===== config.mk =====
export PLATFORM = sky130hd
export DESIGN_NAME = mem_arbiter
export DESIGN_NICKNAME = d
export VERILOG_FILES = /design/src/rtl/mem_arbiter.sv
export SDC_FILE = /design/constraint.sdc
export NUM_CORES = 1
export LEC_CHECK = 0
export CAP_MARGIN = 40
export CORE_ASPECT_RATIO = 1.2
export CORE_MARGIN = 1.5
export CORE_UTILIZATION = 60
export CTS_BUF_LIST = sky130_fd_sc_hd__clkbuf_2 sky130_fd_sc_hd__clkbuf_4 sky130_fd_sc_hd__clkbuf_8
export CTS_CLUSTER_DIAMETER = 60
export CTS_CLUSTER_SIZE = 40
export DETAILED_ROUTE_END_ITERATION = 8
export DONT_BUFFER_PORTS = 1
export PLACE_DENSITY = 0.73
export SLEW_MARGIN = 15
export SYNTH_ARGS = -nofsm -noshare
export SYNTH_HDL_FRONTEND = slang
export SYNTH_SLANG_ARGS = --single-unit

===== constraint.sdc =====
create_clock -name clk -period 3.5 [get_ports clk]
set_input_delay 0.175 -clock clk [delete_from_list [all_inputs] [get_ports clk]]
set_output_delay 0.175 -clock clk [all_outputs]
set_load 0.05 [all_outputs]

===== src/rtl/mem_arbiter.sv =====
// mem_arbiter: serialises fetch and data accesses onto one memory port, data first, with a one-word fetch buffer
module mem_arbiter #(
  parameter int AW = 32,
  parameter int DW = 32
) (
  input  logic          clk,
  input  logic          reset,
  input  logic          ireq,
  input  logic [AW-1:0] iaddr,
  output logic [DW-1:0] irdata,
  output logic          istall,
  input  logic          dreq,
  input  logic          dwe,
  input  logic [AW-1:0] daddr,
  input  logic [DW-1:0] dwdata,
  output logic [DW-1:0] drdata,
  output logic          dstall,
  output logic          mreq,
  output logic          mwe,
  output logic [AW-1:0] maddr,
  output logic [DW-1:0] mwdata,
  input  logic [DW-1:0] mrdata,
  input  logic          mready
);
  typedef enum logic [1:0] {IDLE, DACC, IACC} state_t;
  state_t        r_state, w_next;
  logic [AW-1:0] r_addr;
  logic          r_we;
  logic [DW-1:0] r_wdata;
  logic          r_ibuf_valid;
  logic [AW-3:0] r_ibuf_tag;
  logic [DW-1:0] r_ibuf_data;
  logic          r_ddone;
  logic [DW-1:0] r_dbuf_data;
  logic          w_ihit, w_dgo, w_igo, w_dfin, w_ifin;
  assign w_ihit = r_ibuf_valid && r_ibuf_tag == iaddr[AW-1:2];
  assign istall = ireq && !w_ihit;
  assign dstall = dreq && !r_ddone;
  assign w_dgo  = r_state == IDLE && dstall;
  assign w_igo  = r_state == IDLE && !dstall && istall;
  assign w_dfin = r_state == DACC && mready;
  assign w_ifin = r_state == IACC && mready;
  assign irdata = r_ibuf_data;
  assign drdata = r_dbuf_data;
  assign mreq   = r_state != IDLE;
  assign mwe    = r_state == DACC && r_we;
  assign maddr  = r_addr;
  assign mwdata = r_wdata;
  // state register; reset abandons any in-flight access
  always_ff @(posedge clk or negedge reset)
    if (!reset) r_state <= IDLE;
    else        r_state <= w_next;
  // next state: data wins over fetch in IDLE, accesses wait for mready
  always_comb begin
    w_next = r_state;
    case (r_state)
      IDLE:       w_next = w_dgo ? DACC : w_igo ? IACC : IDLE;
      DACC, IACC: w_next = mready ? IDLE : r_state;
      default:    w_next = IDLE;
    endcase
  end
  // request registers hold address/data stable for the whole access
  always_ff @(posedge clk or negedge reset)
    if (!reset) begin
      r_addr  <= '0;
      r_we    <= 1'b0;
      r_wdata <= '0;
    end else if (w_dgo) begin
      r_addr  <= daddr;
      r_we    <= dwe;
      r_wdata <= dwdata;
    end else if (w_igo) begin
      r_addr  <= iaddr;
      r_we    <= 1'b0;
    end
  // result buffers: one-cycle data token, fetch buffer fill and store invalidate
  always_ff @(posedge clk or negedge reset)
    if (!reset) begin
      r_ddone      <= 1'b0;
      r_dbuf_data  <= '0;
      r_ibuf_valid <= 1'b0;
      r_ibuf_tag   <= '0;
      r_ibuf_data  <= '0;
    end else begin
      r_ddone <= w_dfin;
      if (w_dfin && !r_we) r_dbuf_data <= mrdata;
      if (w_ifin) begin
        r_ibuf_valid <= 1'b1;
        r_ibuf_tag   <= r_addr[AW-1:2];
        r_ibuf_data  <= mrdata;
      end else if (w_dfin && r_we && r_addr[AW-1:2] == r_ibuf_tag) r_ibuf_valid <= 1'b0;
    end
endmodule


== Word-level counts from Yosys, hierarchy flattened ==
Cells that the tools add are included.
Word-level totals
  logic and storage cells: 45
  output and inout bits: 132
  register bits after elaboration: 163
Cells by class
  equality and inequality tests: 5
  reduce and logical (&&, ||, !) cells: 21
  mux-type cells: 10
Operators by type and width (number)
  32-bit two-way mux: 2
  30-bit equality test: 2
  1-bit logical AND: 12
  2-bit two-way mux: 3
  2-bit nonzero test: 3
  1-bit logical NOT: 4
  1-bit two-way mux: 4
  2-bit one-hot mux with 2 select lines: 1
  2-bit by 1-bit equality test with 1-bit output, second input constant: 1
  2-bit equality test, second input constant: 1
  2-bit logical NOT: 1
  2-bit inequality test, second input constant: 1
  2-bit OR reduction: 1

== Longest topological paths before layout ==
Gate-level depths: netlist (run 1).
  depth in word-level cells: 8
  gate-level depth with buffers: 8
  mapped depth without buffers: 8

== Least setup slack after synthesis (run 1) ==
No wires, ideal clock.
  kind: register to register
  start point: reg r_ibuf_tag[23]
  end point: reg r_addr[10], in the netlist maddr[10]
  arrival: 1.856 ns
  path slack: 1.518 ns
  path buffers: 2
  stages on the path, launching flop included: 9
  clock period less this slack: 1.982 ns
  cells stage by stage: dfrtp_1 > xnor2_1 > nand4_1 > nor4_2 > nand4_2 > and2_1 > buf_6 > buf_6 > a221o_1
On the way
  longest elaborated chain between the ends: 6
RTL lines
  from (decl): line 31  | logic [AW-3:0] r_ibuf_tag;
  from (signal assigned): line 89  | r_ibuf_tag <= r_addr[AW-1:2];
  30-bit equality test: line 36  | assign w_ihit = r_ibuf_valid && r_ibuf_tag == iaddr[AW-1:2];
  1-bit logical AND: line 36
  1-bit logical NOT: line 37  | assign istall = ireq && !w_ihit;
  1-bit logical AND: line 37
  1-bit logical AND: line 40  | assign w_igo = r_state == IDLE && !dstall && istall;
  2-bit nonzero test (no line)
  to (signal assigned): line 69  | r_addr <= daddr;
  to (signal assigned): line 73  | r_addr <= iaddr;
  to (decl): line 27  | logic [AW-1:0] r_addr;
Every way passes these cells.
A chain may end at the register's enable or synchronous reset.

== Worst setup path after layout (run 1) ==
  start point: reg r_ibuf_tag[18]
  end point: reg r_addr[2], in the netlist maddr[2]
The elaborated chain is that of the path after synthesis.

==> results of run 1 <==
[timing repair]
action,in CTS,in global routing
endpoints found under the setup margin,0,0
endpoints found under the hold margin,293,163
buffers inserted,0,0
[power by group through the flow]
stage / Clock, uW / Combinational (uW) / Sequential [uW]
CTS: 1330 / 2580 / 6280
global placement: 0 / 2050 / 6270
floorplan: 0 / 1820 / 6030
global route: 1420 / 2850 / 6410
detailed placement: 0 / 2170 / 6300
finish: 1300 / 2620 / 6290
[final cells by class]
class,instances,area share (%)
inverters,3,0.127
multi-input cells,363,31.6
well taps,157,2.21
flip-flops and latches,163,46.0
clock inverters,13,1.37
clock buffers,19,2.95
repair buffers,139,15.7
diodes,2,0.0564
[routing by layer]
layer / share of wire, % / wire length (um) / GRT usage, % / vias up
met2: 52 / 9410 / 51.4 / 223
met1: 37 / 6550 / 32.9 / 2454
met3: 8.5 / 1530 / 10.6 / 34
met5: 0.089 / 16 / 0 / -
li1: - / - / - / 2210
met4: 2.4 / 433 / 11.1 / 2
[stage by stage]
stage / instances / worst slack [ns]
2_1_floorplan: 560 / 1.52
3_3_place_gp: 693 / 0.836
3_5_place_dp: 695 / 0.930
4_1_cts: 857 / 0.363
5_1_grt: 857 / 0.145
6_report: 859 / 0.356
[worst max-delay path: stages, from the launching register on]
cell and delay (ns):
dfrtp_1 0.42, xnor2_1 0.25, nand4_1 0.18, nor4_2 0.34, nand4_2 0.26, and2_1 0.40
buf_8 0.25, a221o_2 0.38, dlygate4sd3_1 0.56
[cell usage after synthesis, drive strengths merged, types with 5 or more instances]
master	number	share of area, %
a221o	30	4.3
and2	5	0.46
and3	30	2.8
buf	13	1.4
clkbuf	18	0.96
dfrtp	163	58
mux2	94	15
nand2	103	5.5
nand4	11	1.1
nor4	8	0.89
xnor2	36	4.5
xor2	24	3.0
[cell families (layout without fill, tap and decap cells)]
logic type | after synthesis | in the layout | synth area share (%)
AOI/OAI and AO/OA | 41 | 41 | 5.27
other | 0 | 2 | 0
buffers and inverters | 34 | 174 | 2.56
xor gates and xnor gates | 60 | 60 | 7.45
muxes | 94 | 94 | 15.0
and+or+nand+nor | 165 | 165 | 11.3
DFF | 163 | 163 | 57.9
adders and majority gates | 3 | 3 | 0.533
[state kept, by name, indices dropped and copies added, names as in the netlist]
name / cells
drdata: 32
irdata: 32
maddr: 32
mwdata: 32
r_ddone: 1
r_ibuf_tag: 30
r_ibuf_valid: 1
r_state: 2
r_we: 1
[path summary, 6_finish.rpt]
kind	to	slack, ns	cells past startpoint
setup reg to reg	maddr[2]$_DFFE_PN0P_	0.36	8
min in group clk	r_state[1]$_DFFE_PN0P_	0.02	2
hold reg to reg	r_ibuf_valid$_DFFE_PN0P_	0.51	2
max in group asynchronous	irdata[19]$_DFFE_PN0P_	3.90	0
hold / removal	maddr[3]$_DFFE_PN0P_	-0.58	0
setup / recovery	maddr[2]$_DFFE_PN0P_	0.36	8
==> flow_metrics.py, run 1 <==
metrics = {
    "status": {
        "status": "complete, but fails checks",
        "violations": "negative hold slack",
    },
    "yosys": {
        "synth_cells": 560,
        "avgSynthCellArea_um2": 12.6,
        "yosysSeqAreaShare_pct": 57.9,
        "ys_seq_elements": 163,
        "syn_area_um2": 7050,
        "synth_nets": 697,
        "yosysUniqueCellTypes": 30,
        "synth_edf_count": 0,
        "synth_ff_type": "dfrtp_1",
        "async_reset_ff_share_pct": 100,
        "ys.warnings.count": 0,
    },
    "placement": {
        "port_buffers": 0,
        "hpwl_um": 11200,
        "gp_routability_congestion": 0.770,
        "postPlaceCellArea_um2": 7190,
    },
    "setup_path": {
        "required_ns": 3.82,
        "end_kind": "flop",
        "crit_path_start": "r_ibuf_tag[18]$_DFFE_PN0P_",
        "worstPathArrival_ns": 3.47,
        "r2r_start": "r_ibuf_tag[18]$_DFFE_PN0P_",
        "criticalPathCategory": "reg2reg",
        "crit_fanout": 21,
        "cp-start-kind": "flop",
    },
    "cells_and_area": {
        "areaGrowthSynthToFinish_pct": 25.9,
        "final_area_um2": 8870,
        "final_common_cell": "dfrtp_1",
        "final_nets": 824,
        "n_fill_cell": 721,
        "multi_input_area_um2": 2800,
        "register_area_um2": 4080,
        "final_cell_mix": "dfrtp_1, dlygate4sd3_1, nand2_1",
        "drive_gt1_share_pct": 21.4,
        "fin_util_pct": 77.1,
    },
    "drt": {
        "drt-vias-per-instance": 5.73,
        "first_pass_iters": 4,
        "vias": 4923,
        "first_iter_violations": 256,
        "wl_per_cell_um": 20.9,
        "drcViolationCount": 0,
        "drt-total-wl_um": 17900,
        "ant_nets": 0,
    },
    "timing": {
        "whs_ns": -0.581,
        "fin_crit_ns": 3.14,
        "slew_headroom_pct": 47.1,
        "fin_skew_ns": 0.0133,
        "finalSetupTns_ns": 0,
        "finalSetupViolations": 0,
        "finalMaxSlewViolations": 0,
        "max_freq_mhz": 318,
        "tightest_slew_ns": 0.791,
        "rsz0062_at_grt": "no",
        "min_period_over_period_pct": 89.8,
        "hold_violations": 163,
    },
    "cts": {
        "cts_root_buffer": "clkbuf_8",
        "cts_tree": "yes",
        "clkSinkCount": 163,
        "post_cts_resized": 0,
        "cts_buffers": 17,
        "clkLatencyLatePin_ns": 0.44,
        "clockBufferDepth": 2,
        "h-tree-depth": 4,
        "cts_hold_buf": 130,
        "clkSlewWorstSetupHoldPaths_ns": 0.09,
    },
    "pwr": {
        "swShare_pct": 52.2,
        "p_clk_share_pct": 12.8,
        "seqPwrFrac_pct": 61.6,
        "intPower_uw": 4880,
        "combPwrFrac_pct": 25.6,
        "powerDensity_nw_per_um2": 1150,
        "power_switching_uw": 5330,
        "ir_drop_mv": 0.680,
        "p_total_uw": 10200,
        "leakage_uw": 0.00406,
    },
    "global_routing": {
        "grt_pass1_vias": 5393,
        "antenna_found_initial": 2,
        "grt_pass1_wl_um": 27500,
        "grt-ovfl-total": 0,
        "grt_start_max_net_pins": 164,
        "grt_usage_pct": 29.5,
    },
    "die": {
        "die_w_um": 102,
        "die_area_um2": 12400,
        "core_um2": 11500,
        "io_pins": 266,
        "row_count": 43,
        "die_h_um": 122,
        "initial_core_util_pct": 61.2,
    },
    "worst_hold_path": {
        "hp-class": "in2async",
    },
    "job": {
        "max_cap_violations": 0,
    },
}
Power figures use the tool's default switching activity.
==> inputs of run 2 (changes only) <==
Settings changed: CORE_UTILIZATION 60 to 40, MAX_ROUTING_LAYER set to met4, PLACE_DENSITY 0.73 to 0.51.
==> flow_metrics.py, run 2 (same netlist as run 1, synthesis figures left out) <==
metrics = {
    "setup_path": {
        "criticalPathCategory": "reg2reg",
        "end_kind": "flop",
        "required_ns": 3.84,
        "r2r_cells": 8,
        "cp-start-kind": "flop",
        "crit_end": "maddr[20]$_DFFE_PN0P_",
        "rrSetupSlack_ns": 0.22,
        "r2r_start": "r_ibuf_tag[18]$_DFFE_PN0P_",
        "crit_path_start": "r_ibuf_tag[18]$_DFFE_PN0P_",
        "r2r_end": "maddr[20]$_DFFE_PN0P_",
        "worstPathArrival_ns": 3.62,
        "crit_fanout": 16,
    },
    "timing": {
        "fin_skew_ns": 0.00993,
        "hold_violations": 163,
        "finalSetupTns_ns": 0,
        "fin_crit_ns": 3.28,
        "min_period_over_period_pct": 93.6,
        "finalSetupViolations": 0,
        "finalMaxSlewViolations": 0,
        "whs_ns": -0.598,
        "max_freq_mhz": 305,
        "slew_headroom_pct": 54.4,
        "rsz0062_at_grt": "no",
        "tightest_slew_ns": 0.683,
        "finalWorstSetupSlack_ns": 0.223,
    },
    "drt": {
        "first_iter_violations": 196,
        "wl_per_cell_um": 20.2,
        "ant_nets": 0,
        "drt-total-wl_um": 18600,
        "drt-vias-per-instance": 5.29,
        "drcViolationCount": 0,
        "vias": 4868,
        "first_pass_iters": 4,
    },
    "cts": {
        "clkSlewWorstSetupHoldPaths_ns": 0.09,
        "clkSinkCount": 163,
        "clockBufferDepth": 2,
        "cts_buffers": 17,
        "post-cts-setup-buffer-count": 0,
        "post_cts_resized": 0,
        "cts_hold_buf": 130,
        "h-tree-depth": 4,
        "clkLatencyLatePin_ns": 0.45,
        "cts_tree": "yes",
        "cts_root_buffer": "clkbuf_8",
    },
    "cells_and_area": {
        "areaGrowthSynthToFinish_pct": 27.8,
        "n_fill_cell": 1547,
        "final_area_um2": 9010,
        "drive_gt1_share_pct": 21.4,
        "final_cell_mix": "dfrtp_1, dlygate4sd3_1, nand2_1",
        "register_area_um2": 4080,
        "multi_input_area_um2": 2800,
        "final_nets": 824,
        "final_common_cell": "dfrtp_1",
    },
    "global_routing": {
        "grt_pass1_vias": 5308,
        "antenna_found_initial": 1,
        "grt-ovfl-total": 0,
        "grt_usage_pct": 21.1,
        "grt_pass1_wl_um": 28400,
        "grt_start_max_net_pins": 164,
    },
    "job": {
        "max_cap_violations": 0,
    },
    "worst_hold_path": {
        "hp-class": "in2async",
    },
    "die": {
        "core_um2": 17400,
        "die_h_um": 148,
        "die_w_um": 124,
        "initial_core_util_pct": 40.6,
        "row_count": 53,
        "io_pins": 266,
        "die_area_um2": 18400,
    },
    "placement": {
        "gp_routability_congestion": 0.801,
        "port_buffers": 0,
        "postPlaceCellArea_um2": 7280,
        "hpwl_um": 12300,
        "dp_slack_ns": 0.743,
    },
    "status": {
        "status": "complete, but fails checks",
        "violations": "negative hold slack",
    },
    "pwr": {
        "powerDensity_nw_per_um2": 1150,
        "leakage_uw": 0.00409,
        "ir_drop_mv": 0.530,
        "p_total_uw": 10400,
    },
}
==> run 2: changes by cell type in the layout (fill, tap and decap cells not counted) <==
cell        previous run  this run
buf_8                  2         0
bufinv_16              1         3
clkbuf_8              19        17
inv_8                  0         2
buf_12                 1         2
buf_16                 0         1
clkinv_2               3         2
clkinv_4               2         1
clkinvlp_4             2         1
diode_2                2         1
inv_6                  5         6
==> run 2: area by class of cell <==
type                       instances  share of cell area (%)
antenna                            1                  0.0278
clock buffer                      17                    2.60
clock inverter                    15                    2.12
inverter                           3                   0.125
multi-input combinational        363                    31.1
sequential                       163                    45.3
tap                              220                    3.05
timing repair buffer             139                    15.7
==> run 2: metal layers <==
metal | vias to the layer above | share of wire, % | GRT usage, %
met5 | - | 0 | -
met4 | 0 | 2.1 | 7.95
met3 | 29 | 7.2 | 6.56
met2 | 195 | 52 | 34.8
met1 | 2437 | 39 | 24.0
li1 | 2207 | - | -
==> run 2: metrics by stage <==
step	util [%]	instances
floorplan	-	560
global route	51.9	921
CTS	51.9	920
global placement	41.6	756
detailed placement	41.9	758
finish	51.9	921
==> run 2: worst min path at each step <==
stage	from	endpoint	cells after the start
4_1_cts	reset	maddr[4]$_DFFE_PN0P_	0
5_1_grt	reset	maddr[4]$_DFFE_PN0P_	0
6_report	reset	maddr[4]$_DFFE_PN0P_	0
3_3_place_gp	reset	maddr[4]$_DFFE_PN0P_	0
3_5_place_dp	reset	maddr[4]$_DFFE_PN0P_	0
2_1_floorplan	reset	drdata[0]$_DFFE_PN0P_	0
==> run 2: power by group <==
part / switching [uW] / leakage, uW / internal [uW]
clock: 754 / 0.000216 / 727
sequential: 3550 / 0.00198 / 2750
combinational: 1080 / 0.00189 / 1520
==> run 2: critical path, cell delays in order, from the launching register on <==
cell and delay (ns):
dfrtp_1 0.42, xnor2_1 0.27, nand4_1 0.16, nor4_2 0.33, nand4_2 0.27, and2_1 0.46, buf_4 0.31, a221o_1 0.37
dlygate4sd3_1 0.56
==> inputs of run 3 (changes only) <==
Settings changed: PLACE_DENSITY 0.51 to not set, PLACE_DENSITY_LB_ADDON set to 0.05, SETUP_SLACK_MARGIN set to 0.5.
Clock period 3.5 ns to 2.9 ns, I/O delays scaled along.
==> flow_metrics.py, run 3 (same netlist as run 1, synthesis figures left out) <==
metrics = {
    "global_routing": {
        "grt_pass1_wl_um": 28600,
        "antenna_found_initial": 2,
        "grt_start_max_net_pins": 164,
        "grt-ovfl-total": 0,
        "grt_pass1_vias": 5231,
        "grt_usage_pct": 21.2,
    },
    "setup_path": {
        "cpMaxStageDelayCell": "dfrtp_1",
        "r2r_cells": 7,
        "r2r_end": "maddr[2]$_DFFE_PN0P_",
        "crit_fanout": 7,
        "crit_path_start": "r_ibuf_tag[14]$_DFFE_PN0P_",
        "path_cells": "xnor2_1 > nand4_1 > nor4_2 > nand4_2 > buf_4 > and2_4",
        "crit_end": "istall",
        "crit_buf_inv": 1,
        "crit_cells": 6,
        "rrSetupSlack_ns": 0.69,
        "slowest_delay_ns": 0.42,
        "criticalPathCategory": "reg2out",
        "end_kind": "output pin",
        "worstPathArrival_ns": 2.10,
        "required_ns": 2.76,
        "r2r_start": "r_ibuf_tag[14]$_DFFE_PN0P_",
        "cp-start-kind": "flop",
        "crit_family": "simple AND/OR/NAND/NOR gates",
    },
    "die": {
        "io_pins": 266,
        "row_count": 53,
        "initial_core_util_pct": 40.6,
        "die_area_um2": 18400,
        "die_h_um": 148,
        "die_w_um": 124,
        "core_um2": 17400,
    },
    "cts": {
        "clkSinkCount": 163,
        "h-tree-depth": 4,
        "clkLatencyLatePin_ns": 0.45,
        "clockBufferDepth": 2,
        "cts_hold_buf": 130,
        "cts_tree": "yes",
        "cts_buffers": 17,
        "cts_root_buffer": "clkbuf_8",
        "post-cts-setup-buffer-count": 0,
        "clkSlewWorstSetupHoldPaths_ns": 0.10,
    },
    "timing": {
        "fin_skew_ns": 0.0140,
        "tightest_slew_ns": 0.618,
        "finalSetupViolations": 0,
        "fin_crit_ns": 2.24,
        "hold_violations": 163,
        "finalSetupTns_ns": 0,
        "whs_ns": -0.624,
        "finalMaxSlewViolations": 0,
        "max_freq_mhz": 446,
        "rsz0062_at_grt": "no",
        "min_period_over_period_pct": 77.4,
        "slew_headroom_pct": 58.8,
    },
    "cells_and_area": {
        "final_cell_mix": "dfrtp_1, dlygate4sd3_1, nand2_1",
        "final_nets": 825,
        "n_fill_cell": 1491,
        "drive_gt1_share_pct": 22.1,
        "final_common_cell": "dfrtp_1",
        "finalNonFillerCells": 923,
        "areaGrowthSynthToFinish_pct": 28.0,
    },
    "pwr": {
        "leakage_uw": 0.00409,
        "ir_drop_mv": 0.623,
        "p_total_uw": 12200,
        "powerDensity_nw_per_um2": 1350,
    },
    "drt": {
        "drt-vias-per-instance": 5.19,
        "vias": 4790,
        "first_iter_violations": 197,
        "drcViolationCount": 0,
        "wl_per_cell_um": 20.4,
        "drt-total-wl_um": 18900,
        "ant_nets": 0,
        "first_pass_iters": 4,
    },
    "placement": {
        "dp.cells": 759,
        "gp_routability_congestion": 0.737,
        "hpwl_um": 12500,
        "port_buffers": 0,
    },
    "status": {
        "status": "complete, but fails checks",
        "violations": "negative hold slack",
    },
    "worst_hold_path": {
        "hp-class": "in2async",
    },
    "job": {
        "max_cap_violations": 0,
    },
}
==> run 3: per-stage QoR <==
step	setup slack, ns	util, %	cell area (um2)	hold slack, ns
final	0.655	52.0	9030	-0.624
after CTS	0.536	51.8	9000	-0.662
after detailed placement	0.507	41.8	7260	-0.146
after floorplan	0.918	-	7050	-0.151
after global routing	0.504	52.0	9030	-0.679
after global placement	0.543	41.8	7260	-0.146
==> run 3: metal layers <==
metal,track usage (%),part of all wire (%)
met4,5.23,1.1
met5,-,0
met3,7.32,7.5
met1,24.3,39
met2,35.5,52
==> run 3: power breakdown <==
| group | leakage [uW] | switching [uW] | internal [uW] |
|---|---|---|---|
| Combinational | 0.00189 | 1270 | 1530 |
| Sequential | 0.00198 | 4270 | 3320 |
| Clock | 0.000221 | 922 | 907 |
==> run 3: repair_timing <==
item                       CTS  global route
setup endpoints to repair    2            24
hold endpoints to repair   295           163
pin swaps                    0             1
resized for setup            2             4
==> run 3: worst min path at each step <==
stage                      from                    end  slack [ns]  cells past startpoint
final                     reset  maddr[12]$_DFFE_PN0P_       -0.62                      0
after global routing      reset  maddr[12]$_DFFE_PN0P_       -0.68                      0
after CTS                 reset  maddr[12]$_DFFE_PN0P_       -0.66                      0
after detailed placement  reset  maddr[12]$_DFFE_PN0P_       -0.15                      0
after global placement    reset  maddr[12]$_DFFE_PN0P_       -0.15                      0
after floorplan           reset  drdata[0]$_DFFE_PN0P_       -0.15                      0
==> run 3: cell type report <==
class,count,area (um2),share of cell area (%)
clock inverter,14,189,2.09
sequential,163,4080,45.2
multi-input combinational,363,2830,31.4
clock buffer,18,248,2.74
inverter,3,11.3,0.125
timing repair buffer,140,1390,15.4
antenna,2,5.00,0.0554
tap,220,275,3.05
==> run 3: worst reg2reg max path: stages, from the launching register on <==
cell	delay [ns]
dfrtp_1	0.42
xnor2_1	0.22
nand4_1	0.16
nor4_2	0.32
nand4_2	0.13
and2_4	0.21
buf_4	0.23
a221o_2	0.43
